File: src/rtl/kv_cache_pkg.sv
// Shared types for the key-value cache engine.
// Optional per-entry expiry is enabled by defining KV_CACHE_TTL_EN.
package kv_cache_pkg;

  typedef enum logic [1:0] {
    OP_GET   = 2'd0,
    OP_PUT   = 2'd1,
    OP_DEL   = 2'd2,
    OP_FLUSH = 2'd3
  } op_e;

  typedef enum logic [1:0] {
    S_IDLE,
    S_LOOKUP,
    S_EXEC,
    S_RESP
  } state_e;

  typedef struct packed {
    logic succ;
    logic hit;
    logic evict;
  } kv_rsp_t;

endpackage

File: src/rtl/kv_cache_if.sv
// Request/response bundle of the key-value cache engine.
// req_ttl is present only when KV_CACHE_TTL_EN is defined.
interface kv_cache_if
  import kv_cache_pkg::*;
#(
  parameter int KW = 16,
  parameter int VW = 64,
  parameter int TW = 8,
  parameter int CW = 5
) ();
  logic          req_valid;
  logic          req_ready;
  op_e           req_op;
  logic [KW-1:0] req_key;
  logic [VW-1:0] req_value;
`ifdef KV_CACHE_TTL_EN
  logic [TW-1:0] req_ttl;
`endif
  logic          rsp_valid;
  logic          rsp_ready;
  logic          rsp_succ;
  logic          rsp_hit;
  logic          rsp_evict;
  logic [VW-1:0] rsp_value;
  logic [CW-1:0] used_count;

  modport master (
`ifdef KV_CACHE_TTL_EN
    output req_ttl,
`endif
    output req_valid, req_op, req_key,
    output req_value, rsp_ready,
    input  req_ready, rsp_valid, rsp_succ,
    input  rsp_hit, rsp_evict, rsp_value,
    input  used_count
  );

  modport slave (
`ifdef KV_CACHE_TTL_EN
    input  req_ttl,
`endif
    input  req_valid, req_op, req_key,
    input  req_value, rsp_ready,
    output req_ready, rsp_valid, rsp_succ,
    output rsp_hit, rsp_evict, rsp_value,
    output used_count
  );
endinterface

File: src/rtl/kv_lru_tracker.sv
// LRU age array; ages of used entries form a permutation 0..used-1.
// victim_o flags the used entry holding the oldest age.
module kv_lru_tracker #(
  parameter  int N  = 16,
  localparam int AW = $clog2(N)
) (
  input  logic          clk,
  input  logic          rst_n,
  input  logic          touch_i,
  input  logic          insert_i,
  input  logic          remove_i,
  input  logic          flush_i,
  input  logic [AW-1:0] idx_i,
  input  logic [N-1:0]  used_i,
  output logic [N-1:0]  victim_o
);
  logic [AW-1:0] age_q [N];
  logic [AW-1:0] age_d [N];
  logic [AW-1:0] ref_a;

  assign ref_a = age_q[idx_i];

  always_comb begin
    for (int i = 0; i < N; i++) begin
      age_d[i] = age_q[i];
      victim_o[i] = used_i[i] &&
                    (age_q[i] == AW'(N - 1));
    end
    for (int i = 0; i < N; i++) begin
      unique case (1'b1)
        flush_i: age_d[i] = '0;
        touch_i: begin
          if (AW'(i) == idx_i)
            age_d[i] = '0;
          else if (used_i[i] && age_q[i] < ref_a)
            age_d[i] = age_q[i] + 1'b1;
        end
        insert_i: begin
          if (AW'(i) == idx_i)
            age_d[i] = '0;
          else if (used_i[i])
            age_d[i] = age_q[i] + 1'b1;
        end
        remove_i: begin
          if (AW'(i) == idx_i)
            age_d[i] = '0;
          else if (used_i[i] && age_q[i] > ref_a)
            age_d[i] = age_q[i] - 1'b1;
        end
        default: ;
      endcase
    end
  end

  always_ff @(posedge clk or negedge rst_n) begin
    if (!rst_n) begin
      for (int i = 0; i < N; i++)
        age_q[i] <= '0;
    end else begin
      for (int i = 0; i < N; i++)
        age_q[i] <= age_d[i];
    end
  end
endmodule

File: src/rtl/kv_cache_core.sv
// Key-value cache engine: GET/PUT/DEL/FLUSH with LRU eviction.
// Define KV_CACHE_TTL_EN for per-entry expiry.
module kv_cache_core
  import kv_cache_pkg::*;
#(
  parameter int NUM_ENTRIES  = 16,
  parameter int KEY_WIDTH    = 16,
  parameter int VALUE_WIDTH  = 64,
  parameter int TTL_WIDTH    = 8,
  parameter int TTL_PRESCALE = 1024
) (
  input logic       clk,
  input logic       rst_n,
  kv_cache_if.slave bus
);
  localparam int N  = NUM_ENTRIES;
  localparam int AW = $clog2(N);
  localparam int CW = AW + 1;

  state_e                 state_q;
  op_e                    op_q;
  logic [KEY_WIDTH-1:0]   key_q;
  logic [VALUE_WIDTH-1:0] val_q;
  logic                   hit_q, full_q;
  logic [AW-1:0]          hidx_q, fidx_q;
  logic [KEY_WIDTH-1:0]   keys_q [N];
  logic [VALUE_WIDTH-1:0] vals_q [N];
  logic [N-1:0]           used_q;
  kv_rsp_t                rsp_q, rsp_d;
  logic                   rsp_valid_q;
  logic [VALUE_WIDTH-1:0] rval_q, rval_d;

  logic          hit_c, full_c;
  logic [AW-1:0] hidx_c, fidx_c, vidx, wr_idx;
  logic [N-1:0]  victim;
  logic          wr_en, clr_en, flush_en;
  logic          touch_en, ins_en;
  logic          kill_en;
  logic [AW-1:0] kill_idx;
  logic [CW-1:0] cnt;

  // Descending scan: the lowest matching index wins.
  always_comb begin
    hit_c  = 1'b0;
    full_c = 1'b1;
    hidx_c = '0;
    fidx_c = '0;
    vidx   = '0;
    cnt    = '0;
    for (int i = N - 1; i >= 0; i--) begin
      if (used_q[i] && keys_q[i] == key_q) begin
        hit_c  = 1'b1;
        hidx_c = AW'(i);
      end
      if (!used_q[i]) begin
        full_c = 1'b0;
        fidx_c = AW'(i);
      end
      if (victim[i]) vidx = AW'(i);
      cnt = cnt + CW'(used_q[i]);
    end
  end

  always_comb begin
    wr_en    = 1'b0;
    clr_en   = 1'b0;
    flush_en = 1'b0;
    touch_en = 1'b0;
    ins_en   = 1'b0;
    rsp_d    = '0;
    rval_d   = '0;
    wr_idx   = hit_q ? hidx_q :
               (full_q ? vidx : fidx_q);
    if (state_q == S_EXEC) begin
      unique case (1'b1)
        (op_q == OP_GET): begin
          rsp_d.succ = hit_q;
          rsp_d.hit  = hit_q;
          touch_en   = hit_q;
          if (hit_q) rval_d = vals_q[hidx_q];
        end
        (op_q == OP_PUT): begin
          wr_en       = 1'b1;
          rsp_d.succ  = 1'b1;
          rsp_d.hit   = hit_q;
          rsp_d.evict = !hit_q && full_q;
          touch_en    = hit_q;
          ins_en      = !hit_q;
        end
        (op_q == OP_DEL): begin
          clr_en     = hit_q;
          rsp_d.succ = hit_q;
          rsp_d.hit  = hit_q;
        end
        (op_q == OP_FLUSH): begin
          flush_en   = 1'b1;
          rsp_d.succ = 1'b1;
        end
        default: ;
      endcase
    end
  end

  kv_lru_tracker #(.N(N)) u_lru (
    .clk      (clk),
    .rst_n    (rst_n),
    .touch_i  (touch_en),
    .insert_i (ins_en),
    .remove_i (clr_en | kill_en),
    .flush_i  (flush_en),
    .idx_i    (kill_en ? kill_idx : wr_idx),
    .used_i   (used_q),
    .victim_o (victim)
  );

`ifdef KV_CACHE_TTL_EN
  localparam int PW = $clog2(TTL_PRESCALE + 1);

  logic [TTL_WIDTH-1:0] ttl_q;
  logic [TTL_WIDTH-1:0] life_q [N];
  logic [N-1:0]         exp_q;
  logic [PW-1:0]        pre_q;
  logic                 tick;

  assign tick = (state_q == S_IDLE) &&
                (pre_q == PW'(TTL_PRESCALE - 1));

  always_comb begin
    kill_en  = 1'b0;
    kill_idx = '0;
    if (state_q == S_IDLE) begin
      for (int i = N - 1; i >= 0; i--) begin
        if (exp_q[i] && used_q[i]) begin
          kill_en  = 1'b1;
          kill_idx = AW'(i);
        end
      end
    end
  end

  // Expired entries park at lifetime 0 until their turn to be removed.
  always_ff @(posedge clk or negedge rst_n) begin
    if (!rst_n) begin
      ttl_q <= '0;
      exp_q <= '0;
      pre_q <= '0;
      for (int i = 0; i < N; i++)
        life_q[i] <= '0;
    end else begin
      if (state_q == S_IDLE && bus.req_valid)
        ttl_q <= bus.req_ttl;
      if (state_q == S_IDLE)
        pre_q <= tick ? '0 : pre_q + 1'b1;
      if (tick) begin
        for (int i = 0; i < N; i++) begin
          if (used_q[i] && life_q[i] != '0) begin
            life_q[i] <= life_q[i] - 1'b1;
            if (life_q[i] == TTL_WIDTH'(1))
              exp_q[i] <= 1'b1;
          end
        end
      end
      if (kill_en) exp_q[kill_idx] <= 1'b0;
      if (clr_en) exp_q[hidx_q] <= 1'b0;
      if (wr_en) begin
        life_q[wr_idx] <= ttl_q;
        exp_q[wr_idx]  <= 1'b0;
      end
      if (flush_en) begin
        exp_q <= '0;
        for (int i = 0; i < N; i++)
          life_q[i] <= '0;
      end
    end
  end
`else
  assign kill_en  = 1'b0;
  assign kill_idx = '0;
`endif

  always_ff @(posedge clk or negedge rst_n) begin
    if (!rst_n) begin
      state_q     <= S_IDLE;
      op_q        <= OP_GET;
      key_q       <= '0;
      val_q       <= '0;
      hit_q       <= 1'b0;
      full_q      <= 1'b0;
      hidx_q      <= '0;
      fidx_q      <= '0;
      used_q      <= '0;
      rsp_q       <= '0;
      rsp_valid_q <= 1'b0;
      rval_q      <= '0;
      for (int i = 0; i < N; i++) begin
        keys_q[i] <= '0;
        vals_q[i] <= '0;
      end
    end else begin
      unique case (state_q)
        S_IDLE: if (bus.req_valid) begin
          op_q    <= bus.req_op;
          key_q   <= bus.req_key;
          val_q   <= bus.req_value;
          state_q <= S_LOOKUP;
        end
        S_LOOKUP: begin
          hit_q   <= hit_c;
          full_q  <= full_c;
          hidx_q  <= hidx_c;
          fidx_q  <= fidx_c;
          state_q <= S_EXEC;
        end
        S_EXEC: begin
          rsp_q       <= rsp_d;
          rval_q      <= rval_d;
          rsp_valid_q <= 1'b1;
          state_q     <= S_RESP;
        end
        S_RESP: if (bus.rsp_ready) begin
          rsp_q       <= '0;
          rval_q      <= '0;
          rsp_valid_q <= 1'b0;
          state_q     <= S_IDLE;
        end
        default: state_q <= S_IDLE;
      endcase
      if (wr_en) begin
        keys_q[wr_idx] <= key_q;
        vals_q[wr_idx] <= val_q;
        used_q[wr_idx] <= 1'b1;
      end
      if (clr_en) used_q[hidx_q] <= 1'b0;
      if (kill_en) used_q[kill_idx] <= 1'b0;
      if (flush_en) used_q <= '0;
    end
  end

  assign bus.req_ready  = (state_q == S_IDLE);
  assign bus.rsp_valid  = rsp_valid_q;
  assign bus.rsp_succ   = rsp_q.succ;
  assign bus.rsp_hit    = rsp_q.hit;
  assign bus.rsp_evict  = rsp_q.evict;
  assign bus.rsp_value  = rval_q;
  assign bus.used_count = cnt;
endmodule

File: src/flat_wrapper.sv
// flat-port wrapper written by rule: the top's interface ports become plain ports
module kv_cache_core_flat import kv_cache_pkg::*;
#(
  parameter int NUM_ENTRIES  = 16,
  parameter int KEY_WIDTH    = 16,
  parameter int VALUE_WIDTH  = 64,
  parameter int TTL_WIDTH    = 8,
  parameter int TTL_PRESCALE = 1024
)
  (clk, rst_n, bus_req_valid, bus_req_op, bus_req_key, bus_req_value, bus_rsp_ready, bus_req_ready, bus_rsp_valid, bus_rsp_succ, bus_rsp_hit, bus_rsp_evict, bus_rsp_value, bus_used_count);
  kv_cache_if #(.KW(16), .VW(64), .TW(8), .CW(5)) bus_i ();
  input logic clk;
  input logic rst_n;
  input wire logic [$bits(bus_i.req_valid)-1:0] bus_req_valid;
  input wire logic [$bits(bus_i.req_op)-1:0] bus_req_op;
  input wire logic [$bits(bus_i.req_key)-1:0] bus_req_key;
  input wire logic [$bits(bus_i.req_value)-1:0] bus_req_value;
  input wire logic [$bits(bus_i.rsp_ready)-1:0] bus_rsp_ready;
  output wire logic [$bits(bus_i.req_ready)-1:0] bus_req_ready;
  output wire logic [$bits(bus_i.rsp_valid)-1:0] bus_rsp_valid;
  output wire logic [$bits(bus_i.rsp_succ)-1:0] bus_rsp_succ;
  output wire logic [$bits(bus_i.rsp_hit)-1:0] bus_rsp_hit;
  output wire logic [$bits(bus_i.rsp_evict)-1:0] bus_rsp_evict;
  output wire logic [$bits(bus_i.rsp_value)-1:0] bus_rsp_value;
  output wire logic [$bits(bus_i.used_count)-1:0] bus_used_count;
  assign bus_i.req_valid = bus_req_valid;
  assign bus_i.req_op = bus_req_op;
  assign bus_i.req_key = bus_req_key;
  assign bus_i.req_value = bus_req_value;
  assign bus_i.rsp_ready = bus_rsp_ready;
  assign bus_req_ready = bus_i.req_ready;
  assign bus_rsp_valid = bus_i.rsp_valid;
  assign bus_rsp_succ = bus_i.rsp_succ;
  assign bus_rsp_hit = bus_i.rsp_hit;
  assign bus_rsp_evict = bus_i.rsp_evict;
  assign bus_rsp_value = bus_i.rsp_value;
  assign bus_used_count = bus_i.used_count;
  kv_cache_core #(.NUM_ENTRIES(NUM_ENTRIES), .KEY_WIDTH(KEY_WIDTH), .VALUE_WIDTH(VALUE_WIDTH), .TTL_WIDTH(TTL_WIDTH), .TTL_PRESCALE(TTL_PRESCALE)) u_core (.clk(clk), .rst_n(rst_n), .bus(bus_i));
endmodule
File: config.mk
export PLATFORM = sky130hd
export DESIGN_NAME = kv_cache_core_flat
export DESIGN_NICKNAME = d
export VERILOG_FILES = /design/src/rtl/kv_cache_pkg.sv /design/src/rtl/kv_cache_if.sv /design/src/rtl/kv_lru_tracker.sv /design/src/rtl/kv_cache_core.sv /design/src/flat_wrapper.sv
export SDC_FILE = /design/constraint.sdc
export NUM_CORES = 2
export LEC_CHECK = 0
export ABC_CLOCK_PERIOD_IN_PS = 15100
export CAP_MARGIN = 20
export CELL_PAD_IN_SITES_DETAIL_PLACEMENT = 1
export CELL_PAD_IN_SITES_GLOBAL_PLACEMENT = 2
export CORE_UTILIZATION = 50
export CTS_BUF_LIST = sky130_fd_sc_hd__clkbuf_16
export DETAILED_ROUTE_END_ITERATION = 8
export MAX_ROUTING_LAYER = met4
export PLACE_DENSITY = 0.95
export SYNTH_ARGS = -nofsm -noshare
export SYNTH_HDL_FRONTEND = slang
export SYNTH_SLANG_ARGS = --single-unit
File: constraint.sdc
create_clock -name clk -period 15.1 [get_ports clk]
set_input_delay 3.775 -clock clk [delete_from_list [all_inputs] [get_ports clk]]
set_output_delay 3.775 -clock clk [all_outputs]
set_load 0.01 [all_outputs]
==> Word level (Yosys, flattened, before mapping) <==
Cells that the tools add are included.
W data, S select, Z words.
{ "totals": {"reg_bits": 1522, "input_bits": 86, "output_inout_bits": 74, "elab_cells": 590} }
{ "classes": {"add_sub_neg": 47, "magnitude_cmp": 39, "eq_ne": 103, "n_mux": 237, "n_bitwise": 5, "reduce_logical": 97} }
{ "op_table": {"columns": ["cell", "n"], "rows": [
  ["$bwmux W1024", 1],
  ["$mux W4", 148],
  ["$mux W64", 6],
  ["$bmux W64 S4", 1],
  ["$bwmux W256", 1],
  ["$demux W64 S4", 1],
  ["$eq A16 B16 Y1", 16],
  ["$pmux W4 S4", 16],
  ["$pmux W64 S2", 1],
  ["$ne A3 B3 Y1 const B", 32],
  ["$add A5 B1 Y5", 14],
  ["$logic_and A1 B1 Y1", 68],
  ["$add A4 B1 Y4 const B", 16],
  ["$demux W16 S4", 1],
  ["$eq A4 B4 Y1 const B", 16],
  ["$gt A4 B4 Y1", 16],
  ["$lt A4 B4 Y1", 16],
  ["$mux W16", 4],
  ["$reduce_and A4 Y1", 16],
  ["$sub A4 B1 Y4 const B", 16],
  ["$ne A3 B2 Y1 const B", 16],
  ["$mux W1", 47],
  ["$eq A4 B4 Y1 const A", 8],
  ["$and A16 B16 Y16", 1],
  ["other kinds (29)", 50]
]} }

==> Logic depth before layout (Yosys ltp) <==
{ "logic_depth": {"word_depth": 29, "mapped_depth": 20, "depth_no_buf": 18} }

==> Hierarchy <==
From an unflattened synthesis, not the netlist that was laid out.
{ "unflattened": {"cells_unflattened": 4971, "hier_area_um2": 73081.3} }
{ "by_module_without_submodules": {"columns": ["mod", "instances", "cells_per_inst", "area_per_inst_um2", "seq_area_each_um2"], "rows": [
  ["kv_cache_core", 1, 4188, 65810.6, 36485.0],
  ["kv_lru_tracker", 1, 783, 7270.7, 1601.5]
]} }

==> Least setup slack after synthesis <==
No wires, ideal clock.
{ "synth_timing": {"path_kind": "reg-to-output", "start": "register u_core.used_q[14]", "end": "output bus_used_count[2]", "arrival_time_ns": 3.866, "required_ns": 11.325, "setup_slack_ns": 7.459, "stages_incl_launch_ff": 12, "n_path_buf": 0, "path_cell_list": "dfrtp_1 -> ha_1 -> fa_1 -> inv_1 -> fa_1 -> fa_1 -> inv_1 -> fa_1 -> inv_1 -> fa_1 -> fa_1 -> xor2_1"} }
{ "synth_via": {"elab_chain_len": 15} }
{ "synth_lines": {"columns": ["item", "line", "text"], "rows": [
  ["start: declaration", "kv_cache_core.sv:28", "logic [N-1:0] used_q;"],
  ["start signal: assignment", "kv_cache_core.sv:191", "used_q <= '0;"],
  ["start signal: indexed assignment", "kv_cache_core.sv:231", "used_q[wr_idx] <= 1'b1;"],
  ["start signal: indexed assignment", "kv_cache_core.sv:233", "if (clr_en) used_q[hidx_q] <= 1'b0;"],
  ["$add A1 B1 Y2", "kv_cache_core.sv:60", "cnt = cnt + CW'(used_q[i]);"],
  ["$add A5 B1 Y5 (14 in a row)", "kv_cache_core.sv:60", null],
  ["end: declaration", "flat_wrapper.sv:25", "output wire logic [$bits(bus_i.used_count)-1:0] bus_used_count;"]
]} }
Every way passes these cells.

==> Worst setup path after layout <==
{ "layout_timing": {"start": "register u_core.used_q[15]", "end": "output bus_used_count[2]"} }
The elaborated chain is that of the path after synthesis.

==> reports/qor.yml <==
yosys_register_bits: 1522
coreArea_um2: 148000
mapped_avg_cell_area_um2: 14.81
synth.net_count: 5242
worst-setup-path-type: "reg -> out"
place.gp.congestion: 0.8694
synth_edf_count: 0
leading_cell_type_in_the_layout_fill_and_taps_excluded: "sky130_fd_sc_hd__dfrtp_1"
final_layout_size_suffix_gt1_share_pct: 36.18
area_of_the_die_um2: 150800
via_count: 46968
port_buffers: 159
via_per_inst: 6.620
grt_setup_unrepaired: "no"
power.internal_uw: 8361
synth_flop_cell: "sky130_fd_sc_hd__dfrtp_1"
yosys.cell_types.count: 90
chipWidth_um: 388.4
dp_hpwl_mm: 123.5
async_flop_share_pct: 100.0
peak_supply_drop_mv: 0.1147
portion_of_the_post_synthesis_area_used_by_sequential_elements_pct: 51.03
fmax_ghz: 0.1073
comb_power_share_pct: 27.9
slew_violations: 0
hold_path_class: "reg -> reg"
total_leakage_power_uw: 0.03920
outcome: "finished, final reports clean"
initial_core_util_pct: 50.43
clockRootBuffer: "sky130_fd_sc_hd__clkbuf_16"
power_density_nw_per_um2: 158.5
timing.critical_path.to_type: "output port"
final_nets: 5239
regToRegStartpoint: "u_core.u_lru.age_q[16]"
cp-startpoint: "u_core.used_q[15]"
antenna_found_initial: 4
number_of_buffers_added_by_the_clock_tree_synthesis_step: 161
worstPathRequired_ns: 11.32
cts_htree_levels: 4
period_utilization_post_route_pct: 61.74
critPathArrivalTime_ns: 5.55
min-delay-start: "u_core.vals_q[638]"
netlist_instances: 5039
cts_tree: "yes"
post-cts-setup-buffer-count: 0
cts-root-to-sink-buffers: 3
critical_path.max_fanout: 8
drt-total-wl_mm: 229.8
num_io_pins: 160
postLayoutCoreUtil_pct: 55.90
layout_min_cycle_time_ns: 9.322
iter_0_drt_violations: 3704
netsw_uw: 4757
insertion_delay_ns: 0.83
first_global_vias: 52616
switching_share_pct: 36.26
area.growth.synth_to_final_pct: 10.86
max_cap_violations: 0
report.final.hold_viol_count: 0
clock_skew_ns: 0.03366
tightest_slew_ns: 1.157
std_cell_rows: 141
cts.reportedPaths.clkPinSlew_ns: 0.06
yosys_warnings: 0
detail-route-antenna-nets: 0
register_area_um2: 38100
setup.worst_path.start_class: "register"
grtUsageTotal_pct: 31.92
share_seq_of_total_power_pct: 41.8
synth.cell_area_um2: 74640
grt_max_degree: 183
wl_per_cell_um: 32.40
layout.filler_cells: 13554
layout.cells.most_common_list: "1,518 x sky130_fd_sc_hd__dfrtp_1, 846 x sky130_fd_sc_hd__mux2_2, 320 x sky130_fd_sc_hd__mux4_2, 298 x sky130_fd_sc_hd__mux2_4, 266 x sky130_fd_sc_hd__mux2_1"
clock_power_share_pct: 30.2
postCtsHoldBufs: 0
multi_input_area_um2: 34350
setup_viol: 0
slew-limit-headroom_pct: 22.86
setup-tns-final_ns: 0
grt_pass1_wl_mm: 352.4
number_of_detailed_routing_iterations_run_before_antenna_repair: 5
fp.dieH_um: 388.4
tritoncts_num_sinks: 1522
post-route-drc-count: 0
cts_resized: 0
grt_overflow: 0
timing.hold.ws_ns: 0.4837
-- cell usage after synthesis, types with 9 or more instances --
library cell               count  area [um^2]
sky130_fd_sc_hd__dfrtp_1    1522        38090
sky130_fd_sc_hd__mux2_2      846         9527
sky130_fd_sc_hd__mux4_2      320         7207
sky130_fd_sc_hd__mux2_4      298         4474
sky130_fd_sc_hd__mux2_1      266         2995
sky130_fd_sc_hd__clkbuf_1    222        833.3
sky130_fd_sc_hd__xor2_1      149         1305
sky130_fd_sc_hd__buf_2       130        650.6
sky130_fd_sc_hd__xnor2_1     109        954.7
sky130_fd_sc_hd__ha_1        107         1339
sky130_fd_sc_hd__inv_1        73        274.0
sky130_fd_sc_hd__a21oi_1      70        350.3
sky130_fd_sc_hd__nand2_1      69        259.0
sky130_fd_sc_hd__nor2_1       69        259.0
sky130_fd_sc_hd__a32o_1       64        640.6
sky130_fd_sc_hd__o21ai_0      64        320.3
sky130_fd_sc_hd__nor3_1       55        275.3
sky130_fd_sc_hd__nand4_1      54        337.8
sky130_fd_sc_hd__nor4_1       50        312.8
sky130_fd_sc_hd__buf_6        42        473.0
sky130_fd_sc_hd__nand3_1      35        175.2
sky130_fd_sc_hd__mux2i_1      33        330.3
sky130_fd_sc_hd__o221ai_1     31        271.5
sky130_fd_sc_hd__nand2b_1     30        187.7
sky130_fd_sc_hd__buf_1        28        105.1
sky130_fd_sc_hd__and3_1       26        162.7
sky130_fd_sc_hd__nor2b_1      22        137.6
sky130_fd_sc_hd__o221a_2      22        247.7
sky130_fd_sc_hd__a211oi_1     21        157.7
sky130_fd_sc_hd__a221oi_1     16        140.1
sky130_fd_sc_hd__o22ai_1      16        100.1
sky130_fd_sc_hd__or3_1        13        81.33
sky130_fd_sc_hd__a22o_1       12        105.1
sky130_fd_sc_hd__fa_1         10        200.2
sky130_fd_sc_hd__o41ai_1      10        87.58
sky130_fd_sc_hd__a31oi_1       9        56.30
sky130_fd_sc_hd__a41o_1        9        90.09
-- flip-flops by register name, indices dropped and copies added, names as in the netlist, 2 cells and up --
signal and flops:
u_core.bus.rsp_value 64, u_core.state_q 2, u_core.u_lru.age_q 64, u_core.used_q 16, u_core.vals_q 1024, u_core.key_q 16, u_core.hidx_q 4, u_core.keys_q 256
u_core.fidx_q 4, u_core.op_q 2, u_core.val_q 64
-- stage by stage --
| stage | setup slack, ns | cell area (um^2) | cells | total power [uW] |
|---|---|---|---|---|
| 3_3_place_gp | 6.588 | 77540 | 6801 | 8781 |
| 2_1_floorplan | 7.459 | 74640 | 5039 | 7652 |
| 6_report | 5.778 | 82740 | 7095 | 13120 |
| 5_1_grt | 5.491 | 82740 | 7094 | 13620 |
| 3_5_place_dp | 6.585 | 77540 | 6801 | 9020 |
| 4_1_cts | 5.709 | 82680 | 7089 | 13100 |
-- worst paths after layout --
path | slack (ns) | cells after the start | endpoint
min in group asynchronous | 2.99 | 1 | u_core.keys_q[235]
worst max register to register | 8.79 | 17 | u_core.u_lru.age_q[30]
max in group asynchronous | 9.41 | 3 | u_core.vals_q[161]
worst min-delay path | 0.48 | 1 | u_core.vals_q[638]
worst min register to register | 0.48 | 1 | u_core.vals_q[638]
worst max-delay path | 5.78 | 13 | bus_used_count[2]
-- cells by family (layout without fill, tap and decap cells) --
logic type | after synthesis | count (layout) | share of synthesized area [%]
buffers and inverters | 497 | 619 | 3.145
muxes | 1763 | 1763 | 32.87
xor gates and xnor gates | 258 | 258 | 3.028
other | 0 | 4 | 0
and+or+nand+nor | 471 | 471 | 3.497
DFF | 1522 | 1522 | 51.03
AOI/OAI and AO/OA | 411 | 411 | 4.370
adders and majority gates | 117 | 117 | 2.062
-- worst max-delay path, cell delays in order, from the launching register on --
cell and delay [ns]:
sky130_fd_sc_hd__dfrtp_1 0.56, sky130_fd_sc_hd__inv_1 0.09, sky130_fd_sc_hd__ha_1 0.33, sky130_fd_sc_hd__fa_1 0.50
sky130_fd_sc_hd__inv_1 0.05, sky130_fd_sc_hd__fa_1 0.45, sky130_fd_sc_hd__fa_1 0.50, sky130_fd_sc_hd__inv_1 0.06
sky130_fd_sc_hd__fa_1 0.48, sky130_fd_sc_hd__inv_1 0.06, sky130_fd_sc_hd__fa_1 0.41, sky130_fd_sc_hd__fa_1 0.48
sky130_fd_sc_hd__xor2_1 0.20, sky130_fd_sc_hd__clkdlybuf4s50_1 0.56
-- per-layer routing --
metal	GRT usage (%)	wire [um]
met3	5.539	14350
met2	51.42	115400
met1	39.85	90470
met5	-	0
met4	13.64	9635
-- final cells by class --
cell class | instances | share of cell area [%]
clock inverters | 125 | 1.284
well taps | 1930 | 2.918
flip-flops and latches | 1522 | 46.05
multi-input cells | 3020 | 41.52
repair buffers | 257 | 2.958
diodes | 4 | 0.01210
inverters | 74 | 0.3357
clock buffers | 163 | 4.930
-- power groups by stage --
stage               Clock (uW)  Combinational, uW  Sequential [uW]
finish                    3960               3660             5490
global route              4150               3920             5540
CTS                       4010               3640             5450
detailed placement           0               3550             5470
global placement             0               3390             5390
floorplan                    0               2660             4990
(Power assumes the default switching activity.)
